==> config.mk <==
export PLATFORM = sky130hd
export DESIGN_NAME = rsqrt_seq_v2
export DESIGN_NICKNAME = d
export VERILOG_FILES = /design/src/rtl/rsqrt_pkg.sv /design/src/rtl/rsqrt_step.sv /design/src/rtl/rsqrt_seq_v2.sv
export SDC_FILE = /design/constraint.sdc
export NUM_CORES = 1
export LEC_CHECK = 0
export CAP_MARGIN = 20
export CELL_PAD_IN_SITES_DETAIL_PLACEMENT = 1
export CELL_PAD_IN_SITES_GLOBAL_PLACEMENT = 1
export CORE_MARGIN = 4
export CORE_UTILIZATION = 50
export DETAILED_ROUTE_END_ITERATION = 16
export DONT_BUFFER_PORTS = 1
export PLACE_DENSITY = 0.81
export SLEW_MARGIN = 20
export SYNTH_ARGS = -nofsm -noshare
export SYNTH_HDL_FRONTEND = slang
export SYNTH_SLANG_ARGS = --single-unit
export TNS_END_PERCENT = 10
==> constraint.sdc <==
create_clock -name clock -period 2.8 [get_ports clock]
set_clock_uncertainty 0.15 [all_clocks]
set_input_delay 0.42 -clock clock [delete_from_list [all_inputs] [get_ports clock]]
set_output_delay 0.42 -clock clock [all_outputs]
set_load 0.01 [all_outputs]
==> src/rtl/rsqrt_pkg.sv <==
// Shared definitions for the sequential integer square-root unit.
package rsqrt_pkg;

    localparam int unsigned STATE_W = 2;

    typedef enum logic [STATE_W-1:0] {
        S_IDLE    = 2'd0,
        S_ITER    = 2'd1,
        S_DONE    = 2'd2,
        S_ILLEGAL = 2'd3
    } state_t;

    // Number of iteration cycles for a legal configuration, 0 if illegal.
    function automatic int unsigned calc_iters(input int unsigned width,
                                               input int unsigned ipc);
        if (width < 4 || (width % 2) != 0) return 0;
        if (!(ipc == 1 || ipc == 2 || ipc == 4)) return 0;
        if ((width % (2 * ipc)) != 0) return 0;
        return width / (2 * ipc);
    endfunction

endpackage

==> src/rtl/rsqrt_step.sv <==
// One restoring square-root recurrence step: consumes the top two radicand bits
// and resolves one root bit.
module rsqrt_step #(
    parameter int unsigned WIDTH = 16
) (
    input  logic [WIDTH/2-1:0] i_q,
    input  logic [WIDTH/2+1:0] i_r,
    input  logic [WIDTH-1:0]   i_x,
    output logic [WIDTH/2-1:0] o_q,
    output logic [WIDTH/2+1:0] o_r,
    output logic [WIDTH-1:0]   o_x
);

    localparam int unsigned HALF = WIDTH / 2;

    logic [HALF+1:0] w_r_sh;
    logic [HALF+2:0] w_diff;
    logic            w_borrow;
    logic            w_unused;

    // Partial remainder never exceeds 2*q, so its top two bits are always zero here.
    assign w_r_sh   = {i_r[HALF-1:0], i_x[WIDTH-1 -: 2]};
    // One extra bit so the borrow of the trial subtraction is explicit.
    assign w_diff   = {1'b0, w_r_sh} - {1'b0, i_q, 2'b01};
    assign w_borrow = w_diff[HALF+2];

    assign o_r = w_borrow ? w_r_sh : w_diff[HALF+1:0];
    // q has fewer than HALF significant bits before the last step, so its MSB drops safely.
    assign o_q = {i_q[HALF-2:0], ~w_borrow};
    assign o_x = {i_x[WIDTH-3:0], 2'b00};

    assign w_unused = ^{i_r[HALF+1:HALF], i_q[HALF-1]};

endmodule

==> src/rtl/rsqrt_seq_v2.sv <==
// Sequential integer square root with start/done handshake; ITER_PER_CYCLE
// recurrence steps are chained per clock.
module rsqrt_seq_v2
    import rsqrt_pkg::*;
#(
    parameter int unsigned WIDTH          = 16,
    parameter int unsigned ITER_PER_CYCLE = 1
) (
    input  logic                 clock,
    input  logic                 reset,
    input  logic                 start,
    input  logic [WIDTH-1:0]     radicand,
    output logic                 busy,
    output logic                 done,
    output logic [WIDTH/2-1:0]   root,
    output logic [WIDTH/2:0]     remainder,
    output logic [STATE_W-1:0]   state
);

    localparam int unsigned HALF  = WIDTH / 2;
    localparam int unsigned N     = calc_iters(WIDTH, ITER_PER_CYCLE);
    localparam int unsigned CNT_W = (N > 1) ? $clog2(N) : 1;

    if (N == 0) begin : g_bad_params
        $error("rsqrt_seq_v2: illegal WIDTH / ITER_PER_CYCLE combination");
    end

    state_t           r_ps;
    logic [HALF-1:0]  r_q;
    logic [HALF+1:0]  r_r;
    logic [WIDTH-1:0] r_x;
    logic [CNT_W-1:0] r_cnt;

    logic [HALF-1:0]  w_q [ITER_PER_CYCLE+1];
    logic [HALF+1:0]  w_r [ITER_PER_CYCLE+1];
    logic [WIDTH-1:0] w_x [ITER_PER_CYCLE+1];
    logic             w_unused_r;

    assign w_q[0] = r_q;
    assign w_r[0] = r_r;
    assign w_x[0] = r_x;

    for (genvar g = 0; g < ITER_PER_CYCLE; g++) begin : g_step
        rsqrt_step #(
            .WIDTH(WIDTH)
        ) u_step (
            .i_q(w_q[g]),
            .i_r(w_r[g]),
            .i_x(w_x[g]),
            .o_q(w_q[g+1]),
            .o_r(w_r[g+1]),
            .o_x(w_x[g+1])
        );
    end

    assign state = r_ps;
    // Final remainder is at most 2*root, so the top bit of r is always zero by then.
    assign w_unused_r = r_r[HALF+1];

    // Control FSM, datapath registers and registered handshake outputs.
    always_ff @(posedge clock) begin
        if (reset) begin
            r_ps      <= S_IDLE;
            r_q       <= '0;
            r_r       <= '0;
            r_x       <= '0;
            r_cnt     <= '0;
            busy      <= 1'b0;
            done      <= 1'b0;
            root      <= '0;
            remainder <= '0;
        end else begin
            case (r_ps)
                S_IDLE: begin
                    done <= 1'b0;
                    if (start) begin
                        r_x   <= radicand;
                        r_q   <= '0;
                        r_r   <= '0;
                        r_cnt <= CNT_W'(N - 1);
                        busy  <= 1'b1;
                        r_ps  <= S_ITER;
                    end
                end
                S_ITER: begin
                    r_q <= w_q[ITER_PER_CYCLE];
                    r_r <= w_r[ITER_PER_CYCLE];
                    r_x <= w_x[ITER_PER_CYCLE];
                    if (r_cnt == '0) begin
                        r_ps <= S_DONE;
                    end else begin
                        r_cnt <= r_cnt - 1'b1;
                    end
                end
                S_DONE: begin
                    busy      <= 1'b0;
                    done      <= 1'b1;
                    root      <= r_q;
                    remainder <= r_r[HALF:0];
                    r_ps      <= S_IDLE;
                end
                default: begin
                    busy <= 1'b0;
                    done <= 1'b0;
                    r_ps <= S_IDLE;
                end
            endcase
        end
    end

endmodule

Yosys cells after proc, flatten, opt, wreduce, memory -nomap -nowiden

Index checks and enable logic that the tools add are counted.

Register bits: 57
Latch bits: 0
RAM bits: 0
Bits in read-only memories: 0
Output and inout bits: 21
Memories kept: 0

Add/subtract/negate cells: 2
Multipliers: 0
Divide/modulo/power cells: 0
Magnitude comparators: 0
Eq/ne operators: 5
Shift operators: 0
Multiplexer cells: 16
Bitwise logic cells: 2
Reduce and logical (&&, ||, !) cells: 7

Operator list:

| operator                                          | count |
|---|---|
| case mux 16 bit (2 select lines)                  | 1 |
| 2-to-1 mux 9 bit                                  | 2 |
| case mux 9 bit (2 select lines)                   | 1 |
| 2-to-1 mux 16 bit                                 | 1 |
| case mux 8 bit (2 select lines)                   | 1 |
| subtractor 10 x 10 -> 11 bit                      | 1 |
| 2-to-1 mux 8 bit                                  | 1 |
| 2-to-1 mux 3 bit                                  | 2 |
| != test 2 bit (second input constant)             | 3 |
| case mux 3 bit (2 select lines)                   | 1 |
| AND reduction 2 bit                               | 3 |
| 2-to-1 mux 2 bit                                  | 2 |
| case mux 1 bit (2 select lines)                   | 2 |
| case mux 2 bit (2 select lines)                   | 1 |
| logical NOT 3 bit                                 | 1 |
| AND reduction 3 bit                               | 1 |
| subtractor 3 x 1 -> 3 bit (second input constant) | 1 |
| == test 2 x 1 -> 1 bit (second input constant)    | 1 |
| == test 2 bit (second input constant)             | 1 |
| logical NOT 2 bit                                 | 1 |
| NOT 1 bit                                         | 2 |
| nonzero test 2 bit                                | 1 |
| 2-to-1 mux 1 bit                                  | 1 |

Longest topological paths before layout

Gate-level depths: netlist of run 1.

Depth after elaboration: 3
Gate-level depth with buffers: 7
Depth with buffers taken out: 7

Hierarchy

A second synthesis of run 1 with hierarchy kept.

Cells, all modules: 334
Area total of the unflattened synthesis: 3004.1 µm²

By module, submodules not included:

| module       | times used | cells each | area each (µm²) | seq. area each (µm²) |
|---|---|---|---|---|
| rsqrt_seq_v2 | 1          | 240        | 2252.2          | 1161.1 |
| rsqrt_step   | 1          | 94         | 752.0           | 0.0 |

Worst setup path before layout of run 1

Ideal clock, no wire load.

Path kind: register to register
Start: reg r_q[0]
End: reg r_r[6]
Library setup time: 0.122 ns
Data arrival time: 1.576 ns
Required time: 2.528 ns
Path slack: 0.952 ns
Cell stages (with the launch flop): 8
Path buffers: 0
Period minus slack after synthesis: 1.848 ns
Path through: dfxtp_1 inv_1 ha_1 nand2b_2 a21oi_2 mux2_2 o22ai_1 o21ai_1

Word-level cells in the longest chain between the ends: 3

Ends and longest elaborated chain:

| what                            | RTL line           | RTL |
|---|---|---|
| from (decl)                     | rsqrt_seq_v2.sv:29 | `logic [HALF-1:0] r_q;` |
| from (signal assigned)          | rsqrt_seq_v2.sv:86 | `r_q <= w_q[ITER_PER_CYCLE];` |
| subtractor 10 x 10 -> 11 bit    | rsqrt_step.sv:24   | `assign w_diff = {1'b0, w_r_sh} - {1'b0, i_q, 2'b01};` |
| 2-to-1 mux 9 bit                | rsqrt_step.sv:27   | `assign o_r = w_borrow ? w_r_sh : w_diff[HALF+1:0];` |
| case mux 9 bit (2 select lines) | rsqrt_seq_v2.sv:73 | `case (r_ps)` |
| to (signal assigned)            | rsqrt_seq_v2.sv:87 | `r_r <= w_r[ITER_PER_CYCLE];` |
| to (decl)                       | rsqrt_seq_v2.sv:30 | `logic [HALF+1:0] r_r;` |

Every way passes these cells.
A chain may end at the register's enable or synchronous reset.

Worst setup path in the final report of run 1

Start: reg r_x[14]
End: reg r_r[6]

Word-level cells in the longest chain between the ends: 3

Ends and longest elaborated chain:

| what                            | RTL line           | RTL |
|---|---|---|
| from (decl)                     | rsqrt_seq_v2.sv:31 | `logic [WIDTH-1:0] r_x;` |
| from (signal assigned)          | rsqrt_seq_v2.sv:77 | `r_x <= radicand;` |
| from (signal assigned)          | rsqrt_seq_v2.sv:88 | `r_x <= w_x[ITER_PER_CYCLE];` |
| subtractor 10 x 10 -> 11 bit    | rsqrt_step.sv:24   |  |
| 2-to-1 mux 9 bit                | rsqrt_step.sv:27   |  |
| case mux 9 bit (2 select lines) | rsqrt_seq_v2.sv:73 |  |

Every way passes these cells.

==> reports/qor.yml, run 1 <==
status: "complete, no violations"
setup_viol: 0
critPathArrivalTime_ps: 2160
register_area_sq_mm: 0.00114
period_minus_slack_ps: 2080
crit_family: "compound AO/OA/AOI/OAI gates"
crit_type: "reg -> reg"
cp.buffers_inverters: 1
power_leakage_nw: 1.16
antenna_left: 0
maxSlewHeadroom_pct: 55.3
area_delta_synth_final_pct: 9.88
n_antenna_cell: 0
r2r_setup_slack_ps: 720
p_seq_share_pct: 32.3
cap_violations: 0
wl_um: 6950
synth-seq-cells: 57
syn_inst: 347
first_pass_iters: 4
multi_input_area_sq_mm: 0.00147
required_ps: 2870
dpl_worst_slack_ps: 732
rsz0062_at_grt: "false"
start_util_pct: 52.7
antenna_found_initial: 0
reg2reg_from: "r_x[14]"
wire_per_inst_um: 16.5
crit_cells: 7
yosys_warnings: 0
clockRootBuffer: "clkbuf_8"
tritoncts: "built"
path_max_fanout: 5
grt_overflow: 0
dp_hpwl_um: 4990
clock_path_buffers: 2
numCtsBuffers: 9
ys_seq_area_share_pct: 41.3
vias: 2432
crit_path_cell_trace: "inv_1 > ha_1 > nand2b_2 > a21oi_2 > mux2_2 > o22ai_1 > o21ai_1"
finalWorstSetupSlack_ps: 716
fill_cells: 647
startpoint: "r_x[14]"
tns_ps: 0
final_area_sq_mm: 0.00303
row_count: 26
drc_errors: 0
first_iter_violations: 77
synth_edf_count: 0
slew_violations: 0
grt_max_degree: 46
avgSynthCellArea_sq_um: 7.96
switchingPower_mw: 1.25
clkLatencyLatePin_ps: 340
p_int_mw: 1.91
htree_levels: 3
gp_congestion: 0.819
fin_cells: 422
placed_cells: 404
post_cts_resized: 0
clockPowerShare_pct: 22.8
power_frac_comb_pct: 44.9
drive_gt1_share_pct: 11.1
postCtsSetupBuffers: 0
cpMaxStageDelayCell: "mux2_2"
min_from: "reset"
synth_async_sr_flop_share_pct: 0
setup.worst_path.end_class: "flip-flop"
syn_area_sq_mm: 0.00276
tightest_slew_ps: 668
clk_pin_slew_ps: 60
cts.sinks: 57
slowest_delay_ps: 380
p_per_area_mw_per_mm2: 1040
reg2reg_depth: 7
ir_worst_vdd_v: 0.000494
ys.flop_type: "dfxtp_1"
fin_nets: 377
cp-endpoint: "r_r[6]"
grtUsageTotal_pct: 22.5
routed_via_density: 5.76
worstSetupStartpointType: "flip-flop"
rr_endpoint: "r_r[6]"
finalCritPeriodShare_pct: 74.4
synthesis.nets: 377
min_path_type: "in -> reg"
io-pin-count: 40
die_area_sq_mm: 0.00678
ys_types: 49
fmax_ghz: 0.480
grt_first_pass_wirelength_um: 11400
dieWidth_um: 82.3
switching_share_pct: 39.6
die_h_um: 82.3
grt_pass1_vias: 2405
placed_cell_area_sq_mm: 0.00281
finalHoldViolations: 0
port_buffers: 0
core_sq_mm: 0.00524
worst register-to-register path, delay by kind of cell, from the launching register on:
family | cells | cell delay (ps)
and+or+nand+nor | 1 | 200
adders and majority gates | 1 | 200
buffers and inverters | 1 | 80
muxes | 1 | 390
DFF | 1 | 350
AOI/OAI and AO/OA | 3 | 600
Yosys cell counts (2+ instances only):
library cell	instances	area [sq um]
ha_1	11	138
o21ai_0	7	35.0
nor2_1	59	221
inv_1	17	63.8
a211oi_1	6	45.0
o22ai_1	2	12.5
o211ai_1	3	22.5
and2_1	2	12.5
a21oi_2	2	17.5
o21ai_2	2	17.5
o21ai_1	2	10.0
a2bb2oi_1	13	114
dfxtp_1	57	1140
or2_2	2	12.5
nor3_1	14	70.1
o31ai_1	3	22.5
a22oi_1	7	52.6
buf_2	6	30.0
a21oi_1	31	155
nand3_1	4	20.0
nor2b_1	7	43.8
a32o_1	2	20.0
xnor2_1	2	17.5
nor3b_1	2	15.0
nand2_1	49	184
clkbuf_1	9	33.8
buf_1	3	11.3
inv_2	2	7.51
how the worst min path moves through the flow:
stage                          end  slack [ps]  cells after the start
after global routing       r_x[12]         0.2                      1
after CTS                  r_x[12]           3                      1
after detailed placement  r_cnt[0]         310                      1
after global placement     r_x[13]         290                      2
final                      r_x[12]          10                      1
after floorplan             r_r[8]         270                      2
metrics by stage:
| stage | total power, mW | util [%] | hold slack (ps) |
|---|---|---|---|
| after CTS | 3.18 | 57.9 | 2.62 |
| after detailed placement | 2.43 | 53.7 | 311 |
| after global placement | 2.39 | 53.7 | 292 |
| after global routing | 3.39 | 57.9 | 0.237 |
| final | 3.16 | 57.9 | 12.5 |
| after floorplan | 2.14 | - | 275 |
layer usage:
metal / up-vias / track usage, % / wire, um
li1: 1200 / - / -
met1: 1163 / 27.2 / 3060
met2: 53 / 36.5 / 3410
met3: 16 / 5.53 / 301
met4: 0 / 12.0 / 178
met5: - / 0 / 0
cells in the final DEF (no fill, tap or decap), types with 2 or more instances in the layout:
cell type and instances:
nor2_1 59, a21oi_2 2, o21ai_2 2, o21ai_1 2
or2_2 2, nor3_1 14, o211ai_1 3, o31ai_1 3
clkbuf_8 13, a2bb2oi_1 13, a21oi_1 31, inv_1 17
a32o_1 2, ha_1 11, buf_4 5, a211oi_1 6
a22oi_1 7, nor2b_1 7, nor3b_1 2, xnor2_1 2
dfxtp_1 57, nand2_1 49, inv_2 2, o22ai_1 2
and2_1 2, clkinv_2 2, nand3_1 4, o21ai_0 7
logic make-up after synthesis:
logic type      synth area share, %
buf+inv                        5.30
mux                           0.770
simple gates                   22.7
fa+ha+maj                      4.98
flops                          41.3
compound gates                 24.0
xor+xnor                      0.952
timing repair:
action	CTS	global route
hold buffers	2	0
setup endpoints to repair	0	0
hold endpoints to repair	45	0
registers in the layout, indices dropped and copies added (netlist names):
register	cells
root	8
r_cnt	3
r_r	9
busy	1
r_x	16
remainder	9
r_q	8
done	1
state	2
power groups by stage:
stage	Sequential, mW	Clock (mW)	Combinational (mW)
3_5_place_dp	1.04	0	1.39
2_1_floorplan	0.996	0	1.14
4_1_cts	1.02	0.740	1.42
6_report	1.02	0.721	1.42
3_3_place_gp	1.03	0	1.36
5_1_grt	1.03	0.784	1.57
final cells by class:
cell class	count	share of cell area, %
multi-input combinational	253	48.6
sequential	57	37.6
clock buffer	14	6.02
tap	70	2.89
inverter	19	2.35
timing repair buffer	7	2.23
clock inverter	2	0.330
Note: power is estimated with default switching activity, not from simulation.
==> run 2: changes to the inputs <==
Settings changed: CORE_UTILIZATION 50 to 42, PLACE_DENSITY 0.81 to 0.72.
Clock period 2.8 ns to 1.7 ns, I/O delays scaled along.
==> reports/qor.yml, run 2 (synthesis results as in run 1) <==
grt_max_degree: 48  # +4.3%
setup_viol: 9  # +9
cts.sinks: 57  # unchanged
register_area_sq_mm: 0.00115  # +0.55%
failed_checks: "setup timing"
crit_family: "compound AO/OA/AOI/OAI gates"
min_from: "reset"
dp_hpwl_um: 5780  # +16%
r2r_setup_slack_ps: -150  # -870 ps
wire_per_inst_um: 18.0  # +9.2%
totalPowerFinal_mw: 6.79  # +110%
setup.worst_path.end_class: "flip-flop"
grtUsageTotal_pct: 22.3  # -0.20 points
layout_common_cells: "nor2_1 (58), dfxtp_1 (52), nand2_1 (48)"
hold_depth: 2  # +1
row_count: 29  # +12%
dieWidth_um: 89.1  # +8.2%
clk_pin_slew_ps: 80  # +20 ps
cp.buffers_inverters: 1  # unchanged
placed_cells: 448  # +11%
crit_type: "reg -> reg"
crit_path_cell_trace: "inv_2 > ha_4 > o21ai_4 > a21oi_4 > o31ai_4 > nand3_1 > a32o_1"
slowest_delay_ps: 340  # -40 ps
reg2reg_depth: 7  # unchanged
grt_first_pass_wirelength_um: 13500  # +18%
regMostFlops: "r_x"
io-pin-count: 40  # unchanged
finalHoldViolations: 0  # unchanged
worstSetupStartpointType: "flip-flop"
drc_errors: 0  # unchanged
required_ps: 1780  # -1090 ps
whs_endpoint: "r_r[5]"
largest_register_ffs: 16  # unchanged
routed_via_density: 5.56  # -3.5%
cap_violations: 0  # unchanged
area_delta_synth_final_pct: 30.8
critPathArrivalTime_ps: 1930  # -230 ps
gp_congestion: 0.851  # +3.9%
period_minus_slack_ps: 1850  # -231 ps
die_h_um: 89.1  # +8.2%
drive_gt1_share_pct: 28.2  # +17 points
wl_um: 8470  # +22%
ir_worst_vdd_v: 0.000876  # +77%
antenna_left: 0  # unchanged
htree_levels: 3  # unchanged
tightest_slew_ps: 505  # -163 ps
slew_violations: 0  # unchanged
final_common_cell: "nor2_1"
cpMaxStageDelayCell: "dfxtp_2"
antenna_found_initial: 0  # unchanged
die_area_sq_mm: 0.00794  # +17%
grt_pass1_vias: 2664  # +11%
multi_input_area_sq_mm: 0.00168  # +14%
min_path_type: "in -> reg"
grt_overflow: 0  # unchanged
fill_cells: 776  # +20%
first_pass_iters: 4  # unchanged
fmax_ghz: 0.539  # +12%
n_antenna_cell: 0  # unchanged
maxSlewHeadroom_pct: 66.2  # +11 points
rr_endpoint: "r_r[1]"
fin_cells: 471  # +12%
numCtsBuffers: 9  # unchanged
core_sq_mm: 0.00635  # +21%
tritoncts: "built"
finalWorstSetupSlack_ps: -154  # -869 ps
rsz0062_at_grt: "true"
clkLatencyLatePin_ps: 350  # about the same
port_buffers: 0  # unchanged
vias: 2619  # +7.7%
finalCritPeriodShare_pct: 109  # +35 points
clock_path_buffers: 2  # unchanged
reg2reg_from: "r_q[1]"
power_leakage_nw: 1.42  # +22%
first_iter_violations: 98  # +27%
fin_nets: 419  # +11%
status: "finished with violations"
start_util_pct: 43.5  # -9.2 points
clockRootBuffer: "clkbuf_8"
path_max_fanout: 6  # +1
p_per_area_mw_per_mm2: 1880  # +81%
reg_top3: "r_x x16, r_r x9, remainder x9"
[run 2: cell types whose count changed in the layout (fill, tap and decap cells not counted), sizes merged]
cell,before,now
clkinv,2,3
bufinv,0,2
o31a,1,2
clkinvlp,0,1
buf,6,47
clkbuf,14,9
inv,19,20
[run 2: what timing repair did]
item	4_1_cts	5_1_grt
endpoints found under the setup margin	10	15
endpoints found under the hold margin	47	0
gates cloned	1	0
buffers inserted	4	0
hold buffers	2	0
pin swaps	17	2
resized for setup	21	6
[run 2: metal layers]
metal | up-vias | global-route usage (%) | part of all wire [%]
met5 | - | 0 | 0
met4 | 0 | 8.66 | 1.2
met3 | 10 | 5.35 | 4.2
met2 | 56 | 37.7 | 51
met1 | 1274 | 27.2 | 43
li1 | 1279 | - | -
[run 2: cell type report]
cell class | count | area share [%]
Multi-Input combinational cell | 254 | 46.5
Sequential cell | 57 | 31.8
Clock buffer | 9 | 3.43
Tap cell | 77 | 2.67
Timing Repair Buffer | 48 | 10.7
Clock inverter | 7 | 2.84
Inverter | 19 | 2.04
[run 2: stage by stage]
stage	setup WS [ps]	setup TNS, ps	cell area [sq um]	util, %	hold WS, ps
floorplan	-59.9	-256	2870	-	275
global placement	-182	-1150	3210	50.6	181
detailed placement	-265	-1560	3210	50.6	180
CTS	-145	-1030	3590	56.5	4.56
global route	-227	-1790	3610	56.9	9.54
finish	-154	-1080	3610	56.9	11.9
[run 2: power by group]
part           leakage [nW]  total, mW  internal, mW  switching [mW]
Clock                 0.110       1.45         0.836           0.616
Combinational         0.843       3.68          1.72            1.96
Sequential            0.468       1.66          1.51           0.152
[run 2: worst max-delay path by stage]
stage               slack (ps)  cells after the start     end  startpoint
global placement          -180                      7  r_r[5]      r_q[7]
detailed placement        -270                      7  r_r[1]      r_q[7]
CTS                       -140                      7  r_r[0]      r_q[0]
floorplan                  -60                      7  r_r[1]      r_q[1]
finish                    -150                      7  r_r[1]      r_q[1]
global route              -230                      7  r_r[0]      r_q[0]
